==> src/rtl/cp0_pkg.sv <==
`default_nettype none
// ============================================================================
// Module      : cp0_pkg
// Description : Shared constants for the CP0 control block. It holds the
//               register numbers, the ExcCode values, the Status reset value
//               and the software write masks for Status and Cause.
// Revision    : 1.0 - initial release
// ============================================================================
package cp0_pkg;

    // CP0 register numbers (MTC0/MFC0 rd field)
    localparam logic [4:0] c_REG_BADVADDR = 5'd8;
    localparam logic [4:0] c_REG_COUNT    = 5'd9;
    localparam logic [4:0] c_REG_COMPARE  = 5'd11;
    localparam logic [4:0] c_REG_STATUS   = 5'd12;
    localparam logic [4:0] c_REG_CAUSE    = 5'd13;
    localparam logic [4:0] c_REG_EPC      = 5'd14;
    localparam logic [4:0] c_REG_PRID     = 5'd15;
    localparam logic [4:0] c_REG_CONFIG   = 5'd16;

    // ExcCode values
    localparam logic [4:0] c_EXC_INT  = 5'd0;
    localparam logic [4:0] c_EXC_ADEL = 5'd4;
    localparam logic [4:0] c_EXC_ADES = 5'd5;
    localparam logic [4:0] c_EXC_SYS  = 5'd8;
    localparam logic [4:0] c_EXC_BP   = 5'd9;
    localparam logic [4:0] c_EXC_RI   = 5'd10;
    localparam logic [4:0] c_EXC_OV   = 5'd12;
    localparam logic [4:0] c_EXC_TR   = 5'd13;

    // Status: BEV (bit 22) is hard-wired to 1
    localparam logic [31:0] c_STATUS_RESET = 32'h0040_0000;
    // Status software-writable bits: IM[15:8], EXL[1], IE[0]
    localparam logic [31:0] c_STATUS_WMASK = 32'h0000_FF03;
    // Cause software-writable bits: IP[9:8]
    localparam logic [31:0] c_CAUSE_WMASK  = 32'h0000_0300;

    // Address-error exceptions are the only ones that capture BadVAddr
    function automatic logic is_addr_exc(input logic [4:0] code);
        return (code == c_EXC_ADEL) || (code == c_EXC_ADES);
    endfunction

endpackage
`default_nettype wire

==> src/rtl/cp0_timer.sv <==
`default_nettype none
// ============================================================================
// Module      : cp0_timer
// Description : Count/Compare timer with a programmable prescaler. Count
//               advances once every COUNT_DIV unstalled cycles; TI is set when
//               an increment lands on Compare and cleared by a Compare write.
// Ports       : clk, rst (sync, active-low), i_stall freezes everything,
//               i_count_we/i_count_wdata load Count, i_compare_we/
//               i_compare_wdata load Compare, o_count/o_compare/o_ti state.
// Revision    : 1.0 - initial release
// ============================================================================
module cp0_timer #(
    parameter int COUNT_DIV = 2
) (
    input  logic        clk,
    input  logic        rst,
    input  logic        i_stall,
    input  logic        i_count_we,
    input  logic [31:0] i_count_wdata,
    input  logic        i_compare_we,
    input  logic [31:0] i_compare_wdata,
    output logic [31:0] o_count,
    output logic [31:0] o_compare,
    output logic        o_ti
);

    localparam int c_PW = (COUNT_DIV > 1) ? $clog2(COUNT_DIV) : 1;
    localparam logic [c_PW-1:0] c_PRESC_MAX = c_PW'(COUNT_DIV - 1);

    logic [c_PW-1:0] r_presc;
    logic [31:0]     r_count;
    logic [31:0]     r_compare;
    logic            r_ti;

    logic        w_wrap;
    logic [31:0] w_count_inc;

    assign w_wrap      = (r_presc == c_PRESC_MAX);
    assign w_count_inc = r_count + 32'd1;

    always_ff @(posedge clk) begin
        if (!rst) begin
            r_presc   <= '0;
            r_count   <= '0;
            r_compare <= '0;
            r_ti      <= 1'b0;
        end else if (!i_stall) begin
            if (i_count_we) begin
                // A software load restarts the prescaler phase
                r_count <= i_count_wdata;
                r_presc <= '0;
            end else if (w_wrap) begin
                r_presc <= '0;
                r_count <= w_count_inc;
            end else begin
                r_presc <= r_presc + 1'b1;
            end

            // Compare write wins over a match landing in the same cycle;
            // a Count load never evaluates a match.
            if (i_compare_we) begin
                r_compare <= i_compare_wdata;
                r_ti      <= 1'b0;
            end else if (!i_count_we && w_wrap && (w_count_inc == r_compare)) begin
                r_ti <= 1'b1;
            end
        end
    end

    assign o_count   = r_count;
    assign o_compare = r_compare;
    assign o_ti      = r_ti;

endmodule
`default_nettype wire

==> src/rtl/cp0_ctrl.sv <==
`default_nettype none
// ============================================================================
// Module      : cp0_ctrl
// Description : CP0 control block: Count/Compare timer, Status, Cause, EPC,
//               BadVAddr, PRId and Config, with interrupt request and
//               exception/ERET fetch redirect.
// Ports       : MTC0 write (we_i/waddr_i/wdata_i), MFC0 read (raddr_i ->
//               rdata_o), hw_int_i interrupt lines, exception commit
//               (exc_*_i), eret_i, stall_i; outputs int_req_o, redirect_pc_o
//               and the Status/Cause/EPC/Count registers.
// Revision    : 1.0 - initial release
// ============================================================================
module cp0_ctrl
    import cp0_pkg::*;
#(
    parameter int          NUM_HW_INT = 6,
    parameter int          COUNT_DIV  = 2,
    parameter logic [31:0] PRID_VAL   = 32'h004C_0102,
    parameter logic [31:0] CONFIG_VAL = 32'h0000_8000,
    parameter logic [31:0] EXC_VECTOR = 32'hBFC0_0380
) (
    input  logic                  clk,
    input  logic                  rst,
    input  logic                  stall_i,
    input  logic                  we_i,
    input  logic [4:0]            waddr_i,
    input  logic [31:0]           wdata_i,
    input  logic [4:0]            raddr_i,
    output logic [31:0]           rdata_o,
    input  logic [NUM_HW_INT-1:0] hw_int_i,
    input  logic                  exc_valid_i,
    input  logic [4:0]            exc_code_i,
    input  logic [31:0]           exc_pc_i,
    input  logic                  exc_bd_i,
    input  logic [31:0]           exc_badvaddr_i,
    input  logic                  eret_i,
    output logic                  int_req_o,
    output logic [31:0]           redirect_pc_o,
    output logic [31:0]           status_o,
    output logic [31:0]           cause_o,
    output logic [31:0]           epc_o,
    output logic [31:0]           count_o
);

    logic [31:0]           r_status;   // holds BEV plus the writable bits
    logic [31:0]           r_cause_sw; // software-written IP[9:8]
    logic                  r_bd;
    logic [4:0]            r_exc_code;
    logic [NUM_HW_INT-1:0] r_ip_hw;
    logic [31:0]           r_epc;
    logic [31:0]           r_badvaddr;

    logic        w_wr_count, w_wr_compare, w_wr_status, w_wr_cause, w_wr_epc;
    logic [31:0] w_compare;
    logic        w_ti;
    logic [5:0]  w_hw_ext;
    logic [7:0]  w_ip;

    assign w_wr_count   = we_i && (waddr_i == c_REG_COUNT);
    assign w_wr_compare = we_i && (waddr_i == c_REG_COMPARE);
    assign w_wr_status  = we_i && (waddr_i == c_REG_STATUS);
    assign w_wr_cause   = we_i && (waddr_i == c_REG_CAUSE);
    assign w_wr_epc     = we_i && (waddr_i == c_REG_EPC);

    cp0_timer #(
        .COUNT_DIV (COUNT_DIV)
    ) u_timer (
        .clk             (clk),
        .rst             (rst),
        .i_stall         (stall_i),
        .i_count_we      (w_wr_count),
        .i_count_wdata   (wdata_i),
        .i_compare_we    (w_wr_compare),
        .i_compare_wdata (wdata_i),
        .o_count         (count_o),
        .o_compare       (w_compare),
        .o_ti            (w_ti)
    );

    // Unused hardware IP positions read as zero
    always_comb begin
        w_hw_ext                   = '0;
        w_hw_ext[NUM_HW_INT-1:0]   = r_ip_hw;
    end

    // IP[7] shares the top line with the timer interrupt
    assign w_ip = {w_hw_ext[5] | w_ti, w_hw_ext[4:0], r_cause_sw[9:8]};

    always_ff @(posedge clk) begin
        if (!rst) begin
            r_status   <= c_STATUS_RESET;
            r_cause_sw <= '0;
            r_bd       <= 1'b0;
            r_exc_code <= '0;
            r_ip_hw    <= '0;
            r_epc      <= '0;
            r_badvaddr <= '0;
        end else if (!stall_i) begin
            r_ip_hw <= hw_int_i;

            if (w_wr_status) begin
                r_status <= (wdata_i & c_STATUS_WMASK) | c_STATUS_RESET;
            end
            if (w_wr_cause) begin
                r_cause_sw <= wdata_i & c_CAUSE_WMASK;
            end
            if (w_wr_epc) begin
                r_epc <= wdata_i;
            end

            // Exception/ERET assignments come last so they override MTC0
            if (exc_valid_i) begin
                r_exc_code  <= exc_code_i;
                r_status[1] <= 1'b1;
                // Nested exception: keep the original return point
                if (!r_status[1]) begin
                    r_epc <= exc_bd_i ? (exc_pc_i - 32'd4) : exc_pc_i;
                    r_bd  <= exc_bd_i;
                end
                if (is_addr_exc(exc_code_i)) begin
                    r_badvaddr <= exc_badvaddr_i;
                end
            end else if (eret_i) begin
                r_status[1] <= 1'b0;
            end
        end
    end

    assign status_o = r_status;
    assign cause_o  = {r_bd, w_ti, 14'b0, w_ip, 1'b0, r_exc_code, 2'b0};
    assign epc_o    = r_epc;

    assign int_req_o = r_status[0] & ~r_status[1] & (|(w_ip & r_status[15:8]));

    // An exception in the same cycle as ERET takes the exception vector
    assign redirect_pc_o = (eret_i && !exc_valid_i) ? r_epc : EXC_VECTOR;

    // BadVAddr is read-only from software
    always_comb begin
        rdata_o = '0;
        case (raddr_i)
            c_REG_BADVADDR: rdata_o = r_badvaddr;
            c_REG_COUNT:    rdata_o = count_o;
            c_REG_COMPARE:  rdata_o = w_compare;
            c_REG_STATUS:   rdata_o = status_o;
            c_REG_CAUSE:    rdata_o = cause_o;
            c_REG_EPC:      rdata_o = r_epc;
            c_REG_PRID:     rdata_o = PRID_VAL;
            c_REG_CONFIG:   rdata_o = CONFIG_VAL;
            default:        rdata_o = '0;
        endcase
    end

endmodule
`default_nettype wire

==> config.mk <==
export PLATFORM = sky130hd
export DESIGN_NAME = cp0_ctrl
export DESIGN_NICKNAME = d
export VERILOG_FILES = /design/src/rtl/cp0_pkg.sv /design/src/rtl/cp0_timer.sv /design/src/rtl/cp0_ctrl.sv
export SDC_FILE = /design/constraint.sdc
export NUM_CORES = 1
export LEC_CHECK = 0
export CORE_UTILIZATION = 25
export CTS_CLUSTER_SIZE = 12
export DETAILED_ROUTE_END_ITERATION = 8
export PLACE_DENSITY = 0.55
export SYNTH_ARGS = -nofsm -noshare
export SYNTH_HDL_FRONTEND = slang
export SYNTH_SLANG_ARGS = --single-unit
==> constraint.sdc <==
create_clock -name clk -period 3.5 [get_ports clk]
set_input_delay 0.7 -clock clk [delete_from_list [all_inputs] [get_ports clk]]
set_output_delay 0.7 -clock clk [all_outputs]
set_load 0.03 [all_outputs]
==> flow_metrics.env, run 1 <==
export IMPL_critPathMaxFanout=9
export IMPL_criticalPathCategory="in -> out"
export IMPL_synthTopCellsByArea="dfxtp_1, nand2_1, mux2i_1, buf_4, a21oi_1"
export IMPL_total_power_mw=4.63
export IMPL_wl_per_cell_um=21.6
export IMPL_first_iter_violations=1137
export IMPL_async_reset_ff_share_pct=0
export IMPL_synth_edf_count=0
export IMPL_slew_headroom_pct=38.5
export IMPL_grt_first_pass_wirelength_um=64800
export IMPL_cts_resized=1
export IMPL_crit_slowest_cell="clkdlybuf4s50_1"
export IMPL_synth_cell_types=73
export IMPL_cts_path_max_buffers=2
export IMPL_finClkSkew_ns=0.00989
export IMPL_start_kind="primary input"
export IMPL_synth_flop_cell="dfxtp_1"
export IMPL_syn_inst=1253
export IMPL_die_w_um=201
export IMPL_final_max_slew_viol_count=0
export IMPL_num_fill_cells=3971
export IMPL_synth_seq_cells=154
export IMPL_ys_warn_count=0
export IMPL_drive_above_1_share_pct=12.1
export IMPL_vias=10300
export IMPL_critPathArrivalTime_ns=2.74
export IMPL_portBuffers=277
export IMPL_worst_slew_pin_slew_ns=0.921
export IMPL_drt_vias_per_instance=5.07
export IMPL_synth_area_um2=9880
export IMPL_cts_buffers=17
export IMPL_final_area_um2=14200
export IMPL_ios=317
export IMPL_postCtsSetupRepairBufs=0
export IMPL_crit_family="simple AND/OR/NAND/NOR gates"
export IMPL_worst_path_largest_cell_delay_ns=0.54
export IMPL_drc=0
export IMPL_rsz0062_at_grt="false"
export IMPL_grt_overflow_total=0
export IMPL_seq_area_frac_synth_pct=31.2
export IMPL_leakagePower_nw=4.89
export IMPL_htree_levels=4
export IMPL_critPathBufInv=2
export IMPL_crit_chain="clkdlybuf4s50_1 > nor3b_1 > and3_1 > nand2_1 > o21ai_0 > a221o_1 > buf_12"
export IMPL_die_area_um2=40300
export IMPL_start_util_pct=25.4
export IMPL_setup_viol=0
export IMPL_drv_cap=0
export IMPL_path_clk_slew_ns=0.06
export IMPL_grt_max_degree=71
export IMPL_synth_top_area_cell="dfxtp_1"
export IMPL_status="finished clean"
export IMPL_worstSkewPairLatency_ns=0.43
export IMPL_cts_hold_buffers_added=0
export IMPL_antenna_found_initial=3
export IMPL_utilization_pct=36.5
export IMPL_worstSetupEndpointType="output pin"
export IMPL_core_area_um2=38800
export IMPL_first_pass_iters=7
export IMPL_hold_path_class="reg -> reg"
export IMPL_critPathRequiredTime_ns=2.80
export IMPL_cts_root_buf="clkbuf_16"
export IMPL_dp_hpwl_um=34600
export IMPL_gp_congestion=0.938
export IMPL_grt_usage_pct=21.3
export IMPL_power_density_nw_per_um2=327
export IMPL_rows=72
export IMPL_ant_nets=0
export IMPL_finalCriticalPeriod_ns=3.44
export IMPL_wirelength_um=44100
export IMPL_first_global_vias=9741
export IMPL_vdd_drop_max_mv=0.294
export IMPL_post_route_period_util_pct=98.4
export IMPL_synth_top_cell_area_share_pct=31.2
export IMPL_area_growth_pct=43.3
export IMPL_placed_area_um2=13500
export IMPL_worst_hold_slack_ns=0.465
export IMPL_stdcell_count=2036
export IMPL_hold_viol=0
export IMPL_place_inst=2003
export IMPL_clock_sinks=154
export IMPL_fin_nets=1630
export IMPL_syn_area_per_cell_um2=7.89
export IMPL_fmax_mhz=290
export IMPL_cts_tree="yes"
export IMPL_die_y_um=201
cell usage in the layout, fill, tap and decap left out, drive strengths merged, types with 11 or more instances in the layout:
| cell | netlist | layout |
|---|---|---|
| clkdlybuf4s50 | 0 | 243 |
| o221ai | 18 | 18 |
| nand3 | 28 | 28 |
| buf | 68 | 103 |
| xor2 | 31 | 31 |
| inv | 9 | 14 |
| nor4 | 20 | 20 |
| nand2b | 14 | 14 |
| clkbuf | 83 | 18 |
| a21boi | 37 | 37 |
| nor2 | 85 | 85 |
| and3 | 11 | 11 |
| nor3 | 28 | 28 |
| conb | 2 | 39 |
| a21oi | 77 | 77 |
| mux2 | 13 | 13 |
| dfxtp | 154 | 154 |
| mux2i | 55 | 55 |
| and2 | 25 | 25 |
| a222oi | 15 | 15 |
| a22oi | 40 | 40 |
| nor2b | 37 | 37 |
| nand2 | 169 | 169 |
| xnor2 | 44 | 44 |
| o21ai | 66 | 66 |
| nand4 | 14 | 14 |
stage by stage:
stage	setup TNS [ns]	setup WS, ns
2_1_floorplan	0	0.462
3_3_place_gp	-0.783	-0.128
3_5_place_dp	-1.19	-0.186
4_1_cts	0	0.0941
5_1_grt	0	0.0193
6_report	0	0.0571
cell families after synthesis:
kind of cell	after synthesis	share of synthesized area, %
simple gates	480	25.4
compound gates	312	21.2
buf+inv	160	8.21
flops	154	31.2
xor+xnor	75	6.65
mux	68	7.05
fa+ha+maj	2	0.253
other cells	2	0.0760
report_power, final:
part	internal [mW]	total, mW	switching, mW
Sequential	1.79	1.85	0.0577
Clock	1.14	1.98	0.833
Combinational	0.345	0.806	0.461
Total	3.28	4.63	1.35
final cells by class:
cell class	instances	area, um^2	area share, %
Antenna cell	1	2.50	0.0177
Clock buffer	18	429	3.03
Clock inverter	14	189	1.33
Inverter	9	33.8	0.239
Multi-Input combinational cell	976	6160	43.5
Sequential cell	154	3080	21.8
Tap cell	518	648	4.58
Timing Repair Buffer	346	3620	25.5
path summary, 6_finish.rpt:
path,startpoint,end,slack [ns],cells past startpoint
worst max-delay path,raddr_i[3],rdata_o[1],0.06,7
worst min-delay path,r_badvaddr[12]$_SDFFE_PN0P_,r_badvaddr[12]$_SDFFE_PN0P_,0.46,2
worst max register to register,u_timer.o_count[3]$_SDFFE_PN0P_,u_timer.o_ti$_SDFFE_PN0P_,0.63,7
worst min register to register,r_badvaddr[12]$_SDFFE_PN0P_,r_badvaddr[12]$_SDFFE_PN0P_,0.46,2
state kept, by name (all words and copies together) (netlist names):
name               count
u_timer.o_ti           1
r_bd                   1
r_cause_sw             2
r_exc_code             5
status_o              10
r_badvaddr            32
u_timer.o_count       32
u_timer.o_compare     32
epc_o                 32
r_ip_hw                6
u_timer.r_presc        1
cells in the mapped netlist (3+ instances only):
cell type,instances
a222oi_1,15
and3b_1,3
or2_2,3
a21boi_0,37
a21oi_1,77
and4_1,5
clkbuf_1,81
or4_1,3
a211oi_1,3
nor3b_1,8
xnor2_1,44
o31ai_1,9
o21ai_0,64
mux2i_1,55
o221a_2,8
nor2b_1,37
inv_1,9
a2bb2oi_1,3
or3_1,6
buf_1,6
and2_1,25
nand3_1,25
o22ai_1,5
nand3b_1,7
xor2_1,31
and3_1,11
o221ai_1,18
nor3_1,26
mux2_2,13
buf_4,52
nand2_1,169
buf_2,10
nor4_2,4
a221o_1,3
nand4_1,13
a22oi_1,40
nand2b_1,14
a31oi_1,9
nor2_1,85
nor4_1,15
dfxtp_1,154
metal layers:
metal / GRT usage, % / share of wire [%]
met4: 5.67 / 2.1
met5: 0 / 0.079
met3: 4.32 / 7.1
met2: 33.6 / 45
met1: 29.4 / 46
worst min-delay path: cells and delay by family (launching register included):
kind | cells | cell delay, ns
and+or+nand+nor | 1 | 0.05
AOI/OAI and AO/OA | 1 | 0.06
DFF | 1 | 0.31
No activity file was read; power rests on OpenSTA's default activity.
==> run 2, diff against run 1 <==
--- a/config.mk
+++ b/config.mk
@@ -5,10 +5,11 @@
 export SDC_FILE = /design/constraint.sdc
 export NUM_CORES = 1
 export LEC_CHECK = 0
-export CORE_UTILIZATION = 25
+export CORE_UTILIZATION = 47
 export CTS_CLUSTER_SIZE = 12
 export DETAILED_ROUTE_END_ITERATION = 8
-export PLACE_DENSITY = 0.55
+export PLACE_DENSITY = 0.87
+export SLEW_MARGIN = 20
 export SYNTH_ARGS = -nofsm -noshare
 export SYNTH_HDL_FRONTEND = slang
 export SYNTH_SLANG_ARGS = --single-unit
==> run 2 against run 1 <==
  * Combinational power decreased by 3.2%
  * Sequential power about the same
  * Sequential cell count unchanged
  * Final cell count decreased by 13%
  * Critical path depth increased by 1
  * Power decreased by 3.3%
  * Sequential share of layout area increased by 1.2 points
  * Worst hold slack improved by 0.0019 ns
  * Global-route usage increased by 14 points
  * Count of clock-buffer cells in the layout increased by 3
==> flow_metrics.env, run 2 (synthesis gave the netlist of run 1 again) <==
export IMPL_gp_congestion=0.991
export IMPL_vdd_drop_max_mv=0.354
export IMPL_power_density_nw_per_um2=334
export IMPL_grt_overflow_total=0
export IMPL_critPathBufInv=3
export IMPL_dp_hpwl_um=29300
export IMPL_ant_nets=0
export IMPL_crit_top_cell="buf_4"
export IMPL_area_growth_pct=35.7
export IMPL_wirelength_um=38600
export IMPL_worstSetupEndpointType="output pin"
export IMPL_start_kind="primary input"
export IMPL_slew_headroom_pct=33.8
export IMPL_grt_max_degree=108
export IMPL_finalCriticalPeriod_ns=3.37
export IMPL_drt_vias_per_instance=6.15
export IMPL_fin_nets=1617
export IMPL_vias=10900
export IMPL_status="finished clean"
export IMPL_cts_root_buf="clkbuf_16"
export IMPL_rows=52
export IMPL_cts_resized=1
export IMPL_drv_cap=0
export IMPL_num_fill_cells=1728
export IMPL_core_area_um2=20400
export IMPL_ios=317
export IMPL_die_y_um=147
export IMPL_critPathArrivalTime_ns=2.67
export IMPL_final_cell_mix="clkdlybuf4s50_1, nand2_1, dfxtp_1, nor2_1, buf_4"
export IMPL_hold_path_class="reg -> reg"
export IMPL_cts_buffers=17
export IMPL_grt_usage_pct=35.0
export IMPL_setup_viol=0
export IMPL_worst_path_largest_cell_delay_ns=0.53
export IMPL_hold_viol=0
export IMPL_first_pass_iters=8
export IMPL_crit_slowest_cell="clkdlybuf4s50_1"
export IMPL_cts_hold_buffers_added=0
export IMPL_clock_sinks=154
export IMPL_critPathMaxFanout=13
export IMPL_criticalPathCategory="in -> out"
export IMPL_antenna_found_initial=2
export IMPL_drive_above_1_share_pct=11.2
export IMPL_postCtsSetupRepairBufs=0
export IMPL_worst_slew_pin_slew_ns=0.993
export IMPL_path_clk_slew_ns=0.06
export IMPL_fmax_mhz=297
export IMPL_rsz0062_at_grt="false"
export IMPL_final_common_cell="clkdlybuf4s50_1"
export IMPL_die_area_um2=21600
export IMPL_cts_tree="yes"
export IMPL_crit_chain="clkdlybuf4s50_1 > or3b_2 > nor2_2 > buf_4 > a22o_2 > a221oi_1 > nand2_1 > buf_4"
export IMPL_post_route_period_util_pct=96.2
export IMPL_final_max_slew_viol_count=0
export IMPL_grt_first_pass_wirelength_um=57700
export IMPL_critPathRequiredTime_ns=2.80
export IMPL_start_util_pct=48.4
export IMPL_die_w_um=147
export IMPL_leakagePower_nw=4.74
export IMPL_portBuffers=277
export IMPL_wl_per_cell_um=21.8
export IMPL_worstSkewPairLatency_ns=0.43
export IMPL_utilization_pct=65.6
export IMPL_first_iter_violations=1682
export IMPL_first_global_vias=9942
export IMPL_crit_family="buffers and inverters"
export IMPL_fin_tns_setup_ns=0
export IMPL_cts_path_max_buffers=2
export IMPL_drc=0
export IMPL_htree_levels=4
export IMPL_finClkSkew_ns=0.00704
==> run 2: cell count changes in the layout (fill, tap and decap cells not counted), moves of 2 or more <==
| cell | change |
|---|---|
| clkinv_4 | -3 |
| buf_4 | +11 |
| inv_8 | -2 |
| clkbuf_8 | +2 |
| buf_12 | -25 |
| clkinv_2 | +3 |
| inv_6 | -3 |
| clkinvlp_4 | +3 |
==> run 2: final timing paths <==
kind                                                     to  slack (ns)                       startpoint  depth (start not counted)
worst max-delay path                             rdata_o[8]        0.13                       raddr_i[3]                          8
worst min-delay path            r_badvaddr[10]$_SDFFE_PN0P_        0.47      r_badvaddr[10]$_SDFFE_PN0P_                          2
worst min register to register  r_badvaddr[10]$_SDFFE_PN0P_        0.47      r_badvaddr[10]$_SDFFE_PN0P_                          2
worst max register to register    u_timer.o_ti$_SDFFE_PN0P_        0.52  u_timer.o_count[4]$_SDFFE_PN0P_                          8
==> run 2: cell type report <==
cell class / count / area, um^2 / area share (%)
clock inverters: 11 / 121 / 0.905
flip-flops and latches: 154 / 3080 / 23.0
diodes: 1 / 2.50 / 0.0187
repair buffers: 333 / 3210 / 23.9
clock buffers: 21 / 460 / 3.43
multi-input cells: 976 / 6160 / 45.9
well taps: 270 / 338 / 2.52
inverters: 9 / 33.8 / 0.252
==> run 2: through the flow <==
step	std cells	area, um^2	hold WS, ns	power [mW]	setup slack, ns
6_report	1775	13400	0.467	4.48	0.133
5_1_grt	1774	13400	0.485	4.58	0.0487
4_1_cts	1774	13400	0.468	4.46	0.0652
3_5_place_dp	1742	12800	0.460	2.65	-0.150
3_3_place_gp	1742	12800	0.456	2.64	-0.0973
2_1_floorplan	1290	10000	0.443	2.29	0.462
==> run 2: report_power, final <==
| part | internal (mW) | leakage (nW) | total [mW] | switching [mW] |
|---|---|---|---|---|
| clock network | 1.08 | 0.271 | 1.85 | 0.762 |
| registers | 1.80 | 1.25 | 1.85 | 0.0577 |
| logic | 0.331 | 3.22 | 0.780 | 0.449 |
==> run 2: metal layers <==
metal	GRT usage [%]	vias to the layer above	wire [um]
met5	0	-	0
met3	8.26	127	4950
met2	54.0	828	17100
li1	-	4865	-
met1	46.4	5088	15000
met4	15.7	0	1560
==> run 2: worst min-delay path, stage by stage, from the launching register on <==
cell and delay, ns:
dfxtp_1 0.31, nand2_1 0.05, a21boi_0 0.06
